## config.mk

```make
export PLATFORM = sky130hd
export DESIGN_NAME = ext_bus_responder
export DESIGN_NICKNAME = d
export VERILOG_FILES = /design/src/rtl/ext_bus_responder.sv
export SDC_FILE = /design/constraint.sdc
export NUM_CORES = 2
export LEC_CHECK = 0
export CAP_MARGIN = 20
export CORE_MARGIN = 2
export CORE_UTILIZATION = 55
export CTS_BUF_LIST = sky130_fd_sc_hd__clkbuf_16
export CTS_CLUSTER_SIZE = 12
export DETAILED_ROUTE_END_ITERATION = 8
export HOLD_SLACK_MARGIN = 0.02
export PLACE_DENSITY = 0.71
export SLEW_MARGIN = 25
export SYNTH_ARGS = -nofsm -noshare
export SYNTH_HDL_FRONTEND = slang
export SYNTH_SLANG_ARGS = --single-unit
```

## constraint.sdc

```tcl
create_clock -name clk -period 8.9 [get_ports clk]
set_input_delay 0.89 -clock clk [delete_from_list [all_inputs] [get_ports clk]]
set_output_delay 0.89 -clock clk [all_outputs]
set_load 0.1 [all_outputs]
```

## src/rtl/ext_bus_responder.sv

```systemverilog
// External program/data memory responder for the MCU51 bus: latches the
// multiplexed address on ALE, serves code and XDATA bytes on P0, and
// captures XDATA writes on the WR rising edge.
module ext_bus_responder #(
    parameter int unsigned AW = 8
) (
    input  logic        clk,
    input  logic        reset,
    input  logic        ALE,
    input  logic        PSEN,
    input  logic        RD,
    input  logic        WR,
    input  logic [7:0]  P0_in,
    input  logic [7:0]  P2_in,
    input  logic [7:0]  code_data,
    output logic [15:0] code_addr,
    output logic [7:0]  P0_out,
    output logic        P0_oe,
    output logic        bus_err,
    output logic [15:0] fetch_cnt
);

    localparam int unsigned ADDR_W = 16;
    localparam int unsigned DATA_W = 8;
    localparam int unsigned DEPTH  = 1 << AW;

    typedef enum logic [2:0] {
        S_IDLE,
        S_ADDR_VALID,
        S_CODE_DRV,
        S_DATA_DRV,
        S_DATA_WR
    } state_e;

    state_e              state_q, state_d;
    logic [ADDR_W-1:0]   addr_q, addr_d;
    logic [ADDR_W-1:0]   code_addr_q, code_addr_d;
    logic [DATA_W-1:0]   p0_out_q, p0_out_d;
    logic                p0_oe_q, p0_oe_d;
    logic                bus_err_q, bus_err_d;
    logic [ADDR_W-1:0]   fetch_cnt_q, fetch_cnt_d;
    logic [DATA_W-1:0]   wdata_q, wdata_d;
    logic                ale_dly_q, psen_dly_q, rd_dly_q, wr_dly_q;

    logic [DATA_W-1:0]   xram_q [DEPTH];
    logic                xram_we;

    logic                ale_fall;
    logic                psen_fall, rd_fall, wr_fall;
    logic                psen_rise, rd_rise, wr_rise;
    logic [1:0]          strobe_cnt;
    logic                in_range;
    logic [DATA_W-1:0]   xram_rdata;

    // Strobe edge detection against the previous-cycle copies
    always_comb begin
        ale_fall   = ale_dly_q & ~ALE;
        psen_fall  = psen_dly_q & ~PSEN;
        rd_fall    = rd_dly_q & ~RD;
        wr_fall    = wr_dly_q & ~WR;
        psen_rise  = ~psen_dly_q & PSEN;
        rd_rise    = ~rd_dly_q & RD;
        wr_rise    = ~wr_dly_q & WR;
        strobe_cnt = {1'b0, ~PSEN} + {1'b0, ~RD} + {1'b0, ~WR};
        in_range   = ((addr_q >> AW) == ADDR_W'(0));
        xram_rdata = xram_q[addr_q[AW-1:0]];
    end

    // Next-state and output logic; ALE overrides everything
    always_comb begin
        state_d     = state_q;
        addr_d      = addr_q;
        code_addr_d = code_addr_q;
        p0_out_d    = p0_out_q;
        p0_oe_d     = p0_oe_q;
        bus_err_d   = bus_err_q;
        fetch_cnt_d = fetch_cnt_q;
        wdata_d     = wdata_q;
        xram_we     = 1'b0;

        if (ALE) begin
            state_d = S_IDLE;
            p0_oe_d = 1'b0;
        end else begin
            case (state_q)
                S_IDLE: begin
                    if (ale_fall) begin
                        addr_d      = {P2_in, P0_in};
                        code_addr_d = {P2_in, P0_in};
                        state_d     = S_ADDR_VALID;
                    end
                end
                S_ADDR_VALID: begin
                    p0_oe_d = 1'b0;
                    if (strobe_cnt == 2'd1) begin
                        if (!PSEN)    state_d = S_CODE_DRV;
                        else if (!RD) state_d = S_DATA_DRV;
                        else          state_d = S_DATA_WR;
                    end else if (strobe_cnt >= 2'd2) begin
                        bus_err_d = 1'b1;
                    end
                end
                S_CODE_DRV: begin
                    if (rd_fall || wr_fall) begin
                        bus_err_d = 1'b1;
                        p0_oe_d   = 1'b0;
                        state_d   = S_IDLE;
                    end else if (psen_rise) begin
                        p0_oe_d     = 1'b0;
                        fetch_cnt_d = fetch_cnt_q + ADDR_W'(1);
                        state_d     = S_IDLE;
                    end else begin
                        p0_out_d = code_data;
                        p0_oe_d  = 1'b1;
                    end
                end
                S_DATA_DRV: begin
                    if (psen_fall || wr_fall) begin
                        bus_err_d = 1'b1;
                        p0_oe_d   = 1'b0;
                        state_d   = S_IDLE;
                    end else if (rd_rise) begin
                        p0_oe_d = 1'b0;
                        state_d = S_IDLE;
                    end else begin
                        p0_out_d = in_range ? xram_rdata : 8'hFF;
                        p0_oe_d  = 1'b1;
                    end
                end
                S_DATA_WR: begin
                    p0_oe_d = 1'b0;
                    if (psen_fall || rd_fall) begin
                        bus_err_d = 1'b1;
                        state_d   = S_IDLE;
                    end else if (wr_rise) begin
                        xram_we = in_range;
                        state_d = S_IDLE;
                    end else if (!WR) begin
                        wdata_d = P0_in;
                    end
                end
                default: begin
                    state_d = S_IDLE;
                    p0_oe_d = 1'b0;
                end
            endcase
        end
    end

    // Control and datapath registers with synchronous reset
    always_ff @(posedge clk) begin
        if (!reset) begin
            state_q     <= S_IDLE;
            addr_q      <= 16'h0000;
            code_addr_q <= 16'h0000;
            p0_out_q    <= 8'hFF;
            p0_oe_q     <= 1'b0;
            bus_err_q   <= 1'b0;
            fetch_cnt_q <= 16'h0000;
            wdata_q     <= 8'h00;
            ale_dly_q   <= 1'b0;
            psen_dly_q  <= 1'b1;
            rd_dly_q    <= 1'b1;
            wr_dly_q    <= 1'b1;
        end else begin
            state_q     <= state_d;
            addr_q      <= addr_d;
            code_addr_q <= code_addr_d;
            p0_out_q    <= p0_out_d;
            p0_oe_q     <= p0_oe_d;
            bus_err_q   <= bus_err_d;
            fetch_cnt_q <= fetch_cnt_d;
            wdata_q     <= wdata_d;
            ale_dly_q   <= ALE;
            psen_dly_q  <= PSEN;
            rd_dly_q    <= RD;
            wr_dly_q    <= WR;
        end
    end

    // XDATA RAM; contents survive reset, but a write coinciding with reset is dropped
    always_ff @(posedge clk) begin
        if (reset && xram_we) begin
            xram_q[addr_q[AW-1:0]] <= wdata_q;
        end
    end

    assign code_addr = code_addr_q;
    assign P0_out    = p0_out_q;
    assign P0_oe     = p0_oe_q;
    assign bus_err   = bus_err_q;
    assign fetch_cnt = fetch_cnt_q;

endmodule

```

# == After elaboration in Yosys (flattened, before gate mapping) ==
# Memory sizes are Yosys's and may differ from the RTL's. A register that Yosys moved wholly into a read port is not among the register bits.
# Index checks and enable logic that the tools add are counted.
# word_totals
mem_bits_rw,2048
out_inout_bits,42
word_cells,104
inputBits,30
mem_count,1
reg_bits,57
# mem_list
name,depth,width,read_ports,rd_clocked_by_memory_dff,write_ports,line_no,source
xram_q,256,8,1,1,1,45,logic [DATA_W-1:0] xram_q [DEPTH];
# classes
eq_ne,19
n_addsub,3
reduce_logical,15
order_cmp,1
muxes,36
bitwise_logic,18
# op_table
operator,count
two-way mux 8 bit,7
two-way mux 3 bit,10
inequality test 2 bit (second input constant),11
adder 16 x 1 -> 16 bit (second input constant),1
zero test 16 bit,1
one-hot mux 8 bit (2 select lines),1
two-way mux 1 bit,15
one-hot mux 3 bit (5 select lines),1
inverter 1 bit,11
AND reduction 5 bit,2
inequality test 3 bit (second input constant),3
AND 1 bit,7
AND reduction 7 bit,1
equality test 3 x 2 -> 1 bit (second input constant),2
AND reduction 6 bit,1
one-hot mux 1 bit (4 select lines),1
AND reduction 4 bit,1
nonzero test 4 bit,1
equality test 3 x 1 -> 1 bit (second input constant),1
equality test 3 bit (second input constant),1
zero test 3 bit,1
logical OR 1 bit,3
one-hot mux 1 bit (3 select lines),1
AND reduction 3 bit,1
7 further kinds,7

# == Depth between registers and ports, before layout ==
# depth
word_depth,9
depth_mapped,13
mapped_depth_nobuf,8

# == Worst setup path after synthesis ==
# No wires, ideal clock.
# synth_timing
path_kind,register to register
startpoint,register wdata_q[0]
endpoint,memory xram_q[0][0] (data pin)
required_time_ns,8.044
setup_time_ns,0.856
path_slack_ns,4.647
n_path_buf,0
t_arrival_ns,3.397
stages_incl_launch_ff,1
period_less_slack_ns,4.253
path_cell_list,dfxtp_1
# synth_lines
item,line_no,source
start: declaration,42,"logic [DATA_W-1:0] wdata_q, wdata_d;"
start signal: assignment,173,wdata_q <= wdata_d;
end: declaration,45,
# Straight into the memory's write port.

==> metrics <==
CTS Buf Count=approximately 200; Clock transition at path regs=around 60 ps; cell class contributing the biggest share of worst-path delay=buffers and inverters; ranking of synthesized cells by instance count=sky130_fd_sc_hd__edfxtp_1 (2048), sky130_fd_sc_hd__mux4_2 (432), sky130_fd_sc_hd__nor2_1 (314); dominant cell type by area after synthesis=sky130_fd_sc_hd__edfxtp_1; Synth area leaders=sky130_fd_sc_hd__edfxtp_1 (75%), sky130_fd_sc_hd__mux4_2 (12%), sky130_fd_sc_hd__mux2i_1 (2.7%), sky130_fd_sc_hd__dfxtp_1 (1.6%), sky130_fd_sc_hd__nor2_1 (1.4%); Fin Hold WS=around 430 ps; class of the worst hold path=in -> reg; library cell used as clock root buffer=sky130_fd_sc_hd__clkbuf_16; worst r2r path cells=8; transition time of the tightest slew-check pin=about 1200 ps; Slew HR=20.6%; share of the yosys chip area belonging to registers=between 70 and 80%; maximum clock frequency=203 MHz; Detailed Place HPWL=around 130000 um; critical path type=reg -> reg; via count normalized by instance count=slightly below 7; maximum VDD drop=0.143 mV; Hold Startpoint=reset; postcts setup bufs=0; number of DRC markers in iteration 0=between 6000 and 7000; max-cap violations=0; maximum cell stage delay along the critical path=approximately 950 ps; die width=just under 400 um; run status=completed; layout-stage area growth over the synthesis result=10.3%; combinational share of power=2.0%; Hold Path Sink=P0_oe; number of top-level pins=72; maximum fanout along the worst path=37; relative contribution of sequential cells to total power=between 50% and 60%; kind of start point of the critical path=register; gp weighted congestion=approximately 0.91; share of total power in the clock network=about 40%; number of global-route vias before repair=~41000; number of placement rows=141; post-synth design cell area=82100 sq um; antenna viol nets, final=0; final setup violation count=0; number of search-and-repair iterations in the first detailed-routing pass=7; switching power=roughly 3.8 mW; Critical R2R Capture=P0_out[5]; ordered list of cells on the worst path=buf_4, buf_4, mux4_2, mux4_2, nand2_1, o221ai_1, nor4_1, nor4_1; maximum number of pins on one net before global-route repair=~160; most used flip-flop cell after synthesis=sky130_fd_sc_hd__edfxtp_1; post-synthesis instance total=4062; wire length of the first global-routing pass=roughly 300000 um; CORE AREA=148000 sq um; average instance area after synthesis=20.2 sq um; # resized after CTS=0; CP Data Required Time=between 9000 and 10000 ps; sum of negative setup slack=0 ps; largest buffer count on any clock path=3; # H-tree levels=4; share of the synthesized area in the top cell type=between 70% and 80%; worst hold path depth=3; Synth Net Count=about 4100; TritonCTS clock tree=built; count of warnings emitted by yosys=0; Switching Fraction=between 20% and 30%; power per cell area=between 200 and 250 nW/um^2; All-Layer GR Usage=~28%; Post-layout nets=roughly 4200; standard cell with the maximum stage delay on the critical path=sky130_fd_sc_hd__dfxtp_4; average wire length per cell after detail routing=about 34 um; setup clock skew after layout=41.4 ps; R2R setup slack=around 4000 ps; type of element capturing the critical path=register; leakage=~22 nW; count of vias placed by the detailed router=approximately 42000; signal arrival time at the worst endpoint=around 5600 ps; count of flip-flops with a built-in enable after synthesis=a little over 2000; Vert. Die Dim=a little under 400 um; initial core utilization=approximately 55%; initial antenna violation count=8; Internal Pwr Total=~15 mW; final-layout fill cell count=~10000; ratio of final minimum period to clock period=~55%; count of hold buffers inserted by post-cts repair=0; max-slew violation count=0; setup repair after global routing missed its margin=false; Total Wirelength=about 210000 um; number of buffers and inverters on the critical path=2; ys async rst share=0%; overflow left after global routing=0; number of port buffers=71; DIE AREA=around 150000 sq um; remaining routing DRC violations=0; cell with the most instances after synthesis=sky130_fd_sc_hd__edfxtp_1; count of different cell masters after synthesis=approximately 70; Hold Vio Cnt, Final=0; proportion of layout cells with a drive suffix above 1=about 19%; min Tclk post-route=a little under 5000 ps; Worst-Skew Late Latency=around 850 ps; number of sinks on the clock net=2113; register bit total from synthesis=approximately 2100
==> state kept, by name (all words and copies together), names as in the netlist, 3 cells and up, named ones only <==
signal     cells
fetch_cnt     16
state_q        3
code_addr     16
xram_q      2048
wdata_q        8
P0_out         8
==> logic make-up (layout without fill, tap and decap cells) <==
kind of cell	Yosys count	in the layout	share of synthesized area, %
AND/OR/NAND/NOR	610	610	3.32
adder cells (fa/ha/maj)	2	2	0.0396
XOR/XNOR	14	14	0.149
multiplexers	663	663	14.7
other	0	3	0
AO/OA/AOI/OAI	419	419	3.64
flip-flops	2113	2113	76.5
buffers and inverters	241	486	1.68
==> per-layer routing <==
metal / vias up / global-route usage, % / wire length [um]
li1: 17000 / - / -
met1: 21900 / 40.4 / 81200
met2: 2837 / 40.7 / 95200
met3: 439 / 7.52 / 25700
met4: 6 / 10.1 / 7950
met5: - / 0 / 34
==> layout make-up <==
cell class	instances	area [sq um]	share of cell area [%]
clock buffers	206	5150	5.69
clock inverters	106	564	0.623
multi-input cells	1708	18000	19.9
well taps	1930	2410	2.67
repair buffers	164	1520	1.68
inverters	10	37.5	0.0415
diodes	3	7.51	0.00829
flip-flops and latches	2113	62800	69.4
==> power by group through the flow <==
stage,Combinational (mW),Sequential (mW),Clock [mW]
floorplan,0.227,11.0,0
global placement,0.370,11.0,0
detailed placement,0.371,11.0,0
CTS,0.371,10.8,7.71
global route,0.389,10.8,8.07
finish,0.379,10.8,7.65
==> how the worst max path moves through the flow <==
stage | startpoint | end | slack [ps] | depth (start not counted)
floorplan | wdata_q[0] | xram_q[0][0] | 4650 | 0
global placement | RD | xram_q[61][1] | 3920 | 9
detailed placement | RD | xram_q[62][2] | 3920 | 9
CTS | register | P0_out[5] | 4110 | 8
global route | register | P0_out[5] | 3940 | 8
finish | register | P0_out[5] | 3990 | 8
==> worst reg2reg max path, stage by stage (launching register included) <==
cell and delay (ps):
sky130_fd_sc_hd__dfxtp_4 950, sky130_fd_sc_hd__buf_4 590, sky130_fd_sc_hd__buf_4 680, sky130_fd_sc_hd__mux4_2 640, sky130_fd_sc_hd__mux4_2 470, sky130_fd_sc_hd__nand2_1 130
sky130_fd_sc_hd__o221ai_1 240, sky130_fd_sc_hd__nor4_1 870, sky130_fd_sc_hd__nor4_1 180
==> stage by stage <==
stage	setup WS, ps	instances	power (mW)	utilization, %	instance area [sq um]
2_1_floorplan	4650	4062	11.2	-	82100
4_1_cts	4110	6236	18.8	61.2	90500
5_1_grt	3940	6237	19.2	61.2	90500
3_5_place_dp	3920	5924	11.3	57.3	84800
3_3_place_gp	3920	5924	11.3	57.3	84800
6_report	3990	6240	18.8	61.2	90500
==> layout by cell type, fill, tap and decap left out, types with 7 or more instances in the layout <==
cell type / Yosys / routed
sky130_fd_sc_hd__edfxtp_1: 2048 / 2048
sky130_fd_sc_hd__mux4_2: 432 / 432
sky130_fd_sc_hd__nor2_1: 314 / 310
sky130_fd_sc_hd__mux2i_1: 223 / 223
sky130_fd_sc_hd__clkbuf_16: 0 / 206
sky130_fd_sc_hd__nand2_1: 110 / 109
sky130_fd_sc_hd__buf_4: 25 / 84
sky130_fd_sc_hd__a21oi_1: 80 / 80
sky130_fd_sc_hd__clkdlybuf4s50_1: 0 / 70
sky130_fd_sc_hd__inv_1: 8 / 64
sky130_fd_sc_hd__o221ai_1: 61 / 61
sky130_fd_sc_hd__a22oi_1: 61 / 61
sky130_fd_sc_hd__dfxtp_1: 65 / 52
sky130_fd_sc_hd__o22ai_1: 43 / 43
sky130_fd_sc_hd__nor3_1: 38 / 38
sky130_fd_sc_hd__a221oi_1: 32 / 32
sky130_fd_sc_hd__o21ai_0: 30 / 30
sky130_fd_sc_hd__nand3_1: 32 / 29
sky130_fd_sc_hd__clkinv_1: 1 / 27
sky130_fd_sc_hd__nor2b_1: 27 / 24
sky130_fd_sc_hd__a22o_1: 23 / 23
sky130_fd_sc_hd__a211oi_1: 21 / 21
sky130_fd_sc_hd__and2_1: 18 / 18
sky130_fd_sc_hd__a21boi_0: 17 / 17
sky130_fd_sc_hd__o211ai_1: 13 / 13
sky130_fd_sc_hd__or3_1: 11 / 11
sky130_fd_sc_hd__dfxtp_4: 0 / 11
sky130_fd_sc_hd__nand2b_1: 10 / 9
sky130_fd_sc_hd__inv_6: 0 / 9
sky130_fd_sc_hd__nor4_1: 11 / 8
sky130_fd_sc_hd__xnor2_1: 8 / 8
sky130_fd_sc_hd__buf_12: 0 / 8
sky130_fd_sc_hd__mux2_2: 7 / 7
Power figures use the tool's default switching activity.
